### src/rtl/game_ctrl_fsm.sv
// ----------------------------------------------------------------------------
// game_ctrl_fsm
//   Top-level game sequencer in front of the LCD pixel composer. Runs the
//   IDLE/PLAY/PAUSE/OVER state machine, accumulates the score and keeps the
//   best score since reset.
//
//   Optional feature macro: GAME_CTRL_PAUSE_EN
//     defined     : PAUSE state and pause_btn are active
//     not defined : pause_btn is ignored, PAUSE is unreachable
//
// Ports
//   clk             in   system clock (same as LCD pixel path)
//   rst_n           in   asynchronous active-low reset
//   frame_tick      in   one-cycle pulse per LCD frame
//   start_btn       in   start button level (debounced upstream)
//   pause_btn       in   pause button level (debounced upstream)
//   finished [2:0]  in   0 running, 1 win, other lose
//   plus_score[1:0] in   units of SCORE_UNIT to add this cycle
//   enable_game     out  0 holds sprites at reset positions
//   freeze          out  1 stops sprite motion
//   show_game_start out  title overlay
//   show_game_over  out  game-over overlay
//   score   [13:0]  out  current score
//   high_score[13:0]out  best score since reset
//   game_won        out  1 in OVER when the game ended on finished==1
//   state_o [1:0]   out  debug state: 0 IDLE, 1 PLAY, 2 PAUSE, 3 OVER
//
// state | meaning
// IDLE  | title screen, sprites held in reset
// PLAY  | game running, score accumulates
// PAUSE | sprites frozen, score input ignored
// OVER  | game-over screen, restart locked out for OVER_LOCK_FRM frames
// ----------------------------------------------------------------------------
module game_ctrl_fsm #(
   parameter int SCORE_MAX     = 9999,
   parameter int SCORE_UNIT    = 10,
   parameter int OVER_LOCK_FRM = 120
) (
   input  logic        clk,
   input  logic        rst_n,
   input  logic        frame_tick,
   input  logic        start_btn,
   input  logic        pause_btn,
   input  logic [2:0]  finished,
   input  logic [1:0]  plus_score,
   output logic        enable_game,
   output logic        freeze,
   output logic        show_game_start,
   output logic        show_game_over,
   output logic [13:0] score,
   output logic [13:0] high_score,
   output logic        game_won,
   output logic [1:0]  state_o
);

   localparam logic [1:0] S_IDLE  = 2'd0;
   localparam logic [1:0] S_PLAY  = 2'd1;
   localparam logic [1:0] S_PAUSE = 2'd2;
   localparam logic [1:0] S_OVER  = 2'd3;

   localparam int          LOCK_W   = $clog2(OVER_LOCK_FRM + 1);
   localparam logic [LOCK_W-1:0] LOCK_LOAD = LOCK_W'(OVER_LOCK_FRM);
   localparam logic [14:0] MAX15    = 15'(SCORE_MAX);
   localparam logic [14:0] UNIT15   = 15'(SCORE_UNIT);

   logic [1:0]        state, next_state;
   logic [LOCK_W-1:0] lock_cnt;
   logic              start_q;
   logic              start_rise, pause_rise;
   logic [14:0]       sum15;
   logic [13:0]       score_next;
   logic              en_d, frz_d, ss_d, so_d;

   assign start_rise = start_btn & ~start_q;

`ifdef GAME_CTRL_PAUSE_EN
   logic pause_q;
   always_ff @(posedge clk or negedge rst_n) begin
      if (!rst_n) pause_q <= 1'b0;
      else        pause_q <= pause_btn;
   end
   assign pause_rise = pause_btn & ~pause_q;
`else
   logic unused_pause_btn;
   assign unused_pause_btn = pause_btn;
   assign pause_rise       = 1'b0;
`endif

   // Sum is carried at 15 bits so 9999 + 30 cannot wrap before saturation.
   always_comb begin
      sum15      = {1'b0, score} + 15'(plus_score) * UNIT15;
      score_next = score;
      if (state == S_PLAY && plus_score != 2'd0)
         score_next = (sum15 > MAX15) ? MAX15[13:0] : sum15[13:0];
   end

   // State register, registered outputs and datapath
   always_ff @(posedge clk or negedge rst_n) begin
      if (!rst_n) begin
         state           <= S_IDLE;
         enable_game     <= 1'b0;
         freeze          <= 1'b0;
         show_game_start <= 1'b1;
         show_game_over  <= 1'b0;
         score           <= '0;
         high_score      <= '0;
         game_won        <= 1'b0;
         lock_cnt        <= '0;
         start_q         <= 1'b0;
      end else begin
         state           <= next_state;
         enable_game     <= en_d;
         freeze          <= frz_d;
         show_game_start <= ss_d;
         show_game_over  <= so_d;
         start_q         <= start_btn;

         if (state == S_IDLE && start_rise) begin
            score    <= '0;
            game_won <= 1'b0;
         end else begin
            score    <= score_next;
         end

         // The final hit counts toward the high score.
         if (state == S_PLAY && finished != 3'd0) begin
            game_won   <= (finished == 3'd1);
            lock_cnt   <= LOCK_LOAD;
            high_score <= (score_next > high_score) ? score_next : high_score;
         end else if (state == S_OVER && frame_tick && lock_cnt != '0) begin
            lock_cnt   <= lock_cnt - 1'b1;
         end
      end
   end

   // Next-state logic
   always_comb begin
      next_state = state;
      case (state)
         S_IDLE:  if (start_rise) next_state = S_PLAY;
         S_PLAY: begin
            if (finished != 3'd0)  next_state = S_OVER;
            else if (pause_rise)   next_state = S_PAUSE;
         end
         S_PAUSE: if (pause_rise || start_rise) next_state = S_PLAY;
         S_OVER:  if (start_rise && lock_cnt == '0) next_state = S_IDLE;
         default: next_state = S_IDLE;
      endcase
   end

   // Output decode of the upcoming state, so outputs change with state_o
   always_comb begin
      en_d  = 1'b0;
      frz_d = 1'b0;
      ss_d  = 1'b0;
      so_d  = 1'b0;
      case (next_state)
         S_IDLE:  ss_d = 1'b1;
         S_PLAY:  en_d = 1'b1;
         S_PAUSE: begin en_d = 1'b1; frz_d = 1'b1; end
         S_OVER:  begin en_d = 1'b1; frz_d = 1'b1; so_d = 1'b1; end
         default: ss_d = 1'b1;
      endcase
   end

   assign state_o = state;

endmodule

### config.mk
export PLATFORM = sky130hd
export DESIGN_NAME = game_ctrl_fsm
export DESIGN_NICKNAME = d
export VERILOG_FILES = /design/src/rtl/game_ctrl_fsm.sv
export SDC_FILE = /design/constraint.sdc
export NUM_CORES = 1
export LEC_CHECK = 0
export CAP_MARGIN = 10
export CORE_UTILIZATION = 45
export CTS_CLUSTER_DIAMETER = 30
export DETAILED_ROUTE_END_ITERATION = 7
export PLACE_DENSITY = 0.69
export SKIP_LAST_GASP = 1
export SLEW_MARGIN = 25
export SYNTH_ARGS = -nofsm -noshare
export SYNTH_HDL_FRONTEND = slang
export SYNTH_SLANG_ARGS = --single-unit
### constraint.sdc
create_clock -name clk -period 5.4 [get_ports clk]
set_clock_uncertainty 0.05 [all_clocks]
set_input_delay 1.08 -clock clk [delete_from_list [all_inputs] [get_ports clk]]
set_output_delay 1.08 -clock clk [all_outputs]
set_load 0.01 [all_outputs]
==> out/metrics.yaml <==
cells_and_area:
  n_antenna_cell: 0
  syn_to_final_growth_pct: 28.1
  design_area_um2: 3450
  drive_above_1_share: 0.117
  fin_nets: 395
sta:
  period_share: 0.943
  period_needed_ns: 5.09
  hold_viol_final: 0
  max_freq_ghz: 0.196
  totalNegativeSetupSlack_ns: 0
  rsz0062_at_grt: "no"
  slew_viol_final: 0
  setup_viol: 0
  slew_headroom: 0.387
  fin_ws_ns: 0.308
  tightestPinTransition_ns: 0.907
logic_synthesis:
  synth_area_leaders: "dfrtp_1 39%, ha_1 8.8%, nand2_1 3.9%"
  synthArstFlopShare: 1.00
  synth_area_um2: 2690
  synth_top_family_by_area: "simple AND/OR/NAND/NOR gates"
  synthCells: 305
  yosys-top-cells-count: "42 x dfrtp_1, 28 x nand2_1, 28 x nor2_1"
  synth_simple_gate_area_share: 0.235
  synth_xor_area_frac: 0.0390
  synth_adder_area_share: 0.0957
  synth_mux_area_frac: 0.00418
  yosysTopAreaCellShare: 0.390
  ys.warnings.count: 0
  yosysUniqueCellTypes: 54
  synth-compound-area-share: 0.172
  synth_area_per_cell_um2: 8.83
  ys_seq_area_frac: 0.400
  yosysMostFrequentCell: "dfrtp_1"
  ys_seq_elements: 43
  syn_nets: 335
  synth-main-ff-cell: "dfrtp_1"
  synth-edff-count: 0
  synth_top_cell_by_area: "dfrtp_1"
placed_design:
  post-dp-hpwl_um: 5340
  placed_area_um2: 3320
  port_buffers: 43
  routabilityCongestion: 0.857
  pre_cts_ws_ns: 0.0494
die:
  die_w_um: 79.4
  start_util: 0.477
  ios: 45
  rows: 27
  die_area_um2: 6300
  design.core.area_um2: 5640
  die_y_um: 79.4
setup_path:
  required_ns: 5.57
  cp_cell_sequence: "clkdlybuf4s50_1 > ha_1 > a211oi_1 > nor2_1 > o32a_1 > o221ai_2 > nand2_1 > buf_4 > nor3_1 > ha_1 > nand3_1 > a21oi_1 > o31ai_1 > a31oi_2 > buf_4 > nand4_1 > o22ai_1"
  ff2ff_setup_slack_ns: 1.25
  crit_arrival_ns: 5.26
  worstPathMaxFanout: 16
  r2r_end: "high_score[7]$_DFFE_PN0P_"
  worstSetupEndpointType: "register"
  crit_slowest_cell: "clkdlybuf4s50_1"
  reg2reg_from: "score[2]$_DFF_PN0_"
  cp-start-kind: "input port"
  crit_type: "in -> reg"
  critPathMaxStageDelay_ns: 0.55
  rr_worst_depth: 16
cts:
  cts_tree: "yes"
  hold_buffers: 0
  cts.sinks: 43
  cts_buffers: 5
  cts_setup_buffers: 0
  path_clk_slew_ns: 0.09
  cts-htree-levels: 2
  insertion_delay_ns: 0.30
  cts_resized: 0
  root_buffer: "clkbuf_8"
  cts.path.max_buffers: 2
grt:
  grt_max_degree: 44
  grt_pass1_wl_um: 11400
  track_usage: 0.235
  antenna_found_initial: 0
  grt.overflow.total: 0
  grt_pass1_vias: 2366
hold_path:
  min_delay_path_depth: 2
  hp-class: "reg -> reg"
  hold_path_end: "lock_cnt[5]$_DFFE_PN0P_"
  hold_path_startpoint: "lock_cnt[5]$_DFFE_PN0P_"
routing:
  wire_per_inst_um: 15.8
  avgViaCountPerCell: 5.79
  ant_nets: 0
  drc_errors: 0
  first_pass_iters: 4
  drtIter0Drc: 199
  wirelength_um: 6900
  vias: 2538
status:
  status: "finished, final reports clean"
power_and_ir_drop:
  leakagePower_nw: 1.53
  irDropWorstVdd_mv: 0.212
  power.density_nw_per_um2: 362
flow_run:
  drv_cap: 0
layer usage:
| metal | share of wire | track usage | routed length [µm] |
|---|---|---|---|
| met5 | 0 | 0 | 0 |
| met4 | 0.0043 | 0.0618 | 30 |
| met3 | 0.049 | 0.0469 | 338 |
| met2 | 0.49 | 0.402 | 3380 |
| met1 | 0.46 | 0.303 | 3160 |
layout by cell type, fill, tap and decap left out, types with 3 or more instances in the layout:
cell             Yosys  routed
and2_1               3       3
buf_4                1      21
dfrtp_1             42      42
nor4_1               6       6
a21oi_1             15      15
xnor2_1              8       8
and3_1               3       3
ha_1                19      19
a211oi_1             3       3
o22ai_1              6       6
nand4_1              4       4
nor2_1              28      28
inv_1               25      25
or3_1                5       5
clkbuf_8             0       6
xor2_1               4       4
nor3_1              15      14
o21ai_0             10      10
a31oi_1              8       7
clkdlybuf4s50_1      0      42
o2111ai_1            3       3
nand2b_1             6       6
and4_1               3       3
nand3_1             14      14
nand2_1             28      28
nor2b_1              3       3
area by class of cell:
class	instances	area [µm²]
fillers	482	2190
multi-input cells	226	1480
flip-flops and latches	43	1080
repair buffers	63	578
inverters	26	98.8
well taps	72	90.1
clock buffers	6	82.6
clock inverters	2	38.8
where the power goes:
group	switching, mW	total (mW)	internal, mW
sequential	0.0625	0.441	0.378
clock	0.118	0.270	0.152
combinational	0.286	0.538	0.252
total	0.466	1.25	0.783
flip-flops by register name (all words and copies together), names as in the netlist:
| signal | flops |
|---|---|
| enable_game | 1 |
| high_score | 14 |
| game_won | 1 |
| show_game_over | 1 |
| show_game_start | 1 |
| lock_cnt | 7 |
| score | 14 |
| state_o | 2 |
| freeze | 1 |
| start_q | 1 |
metrics by stage:
| stage | cells | total power, mW | util | hold slack, ns |
|---|---|---|---|---|
| final | 438 | 1.25 | 0.611 | 0.486 |
| after global routing | 438 | 1.34 | 0.611 | 0.517 |
| after CTS | 438 | 1.25 | 0.610 | 0.489 |
| after detailed placement | 430 | 0.981 | 0.589 | 0.466 |
| after global placement | 430 | 0.965 | 0.589 | 0.447 |
| after floorplan | 305 | 0.769 | - | 0.430 |
worst max-delay path: cells and delay by family:
kind | cells | cell delay (ns)
AOI/OAI and AO/OA | 7 | 1.85
buffers and inverters | 3 | 1.03
and+or+nand+nor | 5 | 0.73
adders and majority gates | 2 | 0.59
cells by family after synthesis:
| kind of cell | after synthesis |
|---|---|
| compound gates | 67 |
| xor+xnor | 12 |
| fa+ha+maj | 20 |
| buf+inv | 36 |
| flops | 43 |
| mux | 1 |
| simple gates | 126 |
how the worst max path moves through the flow:
stage	end	slack, ns	from	cells past startpoint
final	high_score[7]$_DFFE_PN0P_	0.31	plus_score[1]	17
after floorplan	high_score[5]$_DFFE_PN0P_	0.84	plus_score[0]	17
after global routing	high_score[7]$_DFFE_PN0P_	0.01	plus_score[1]	17
after detailed placement	high_score[7]$_DFFE_PN0P_	0.05	plus_score[1]	17
after global placement	high_score[7]$_DFFE_PN0P_	0.04	plus_score[0]	17
after CTS	high_score[7]$_DFFE_PN0P_	0.36	plus_score[1]	16
Note: power is estimated with default switching activity, not from simulation.
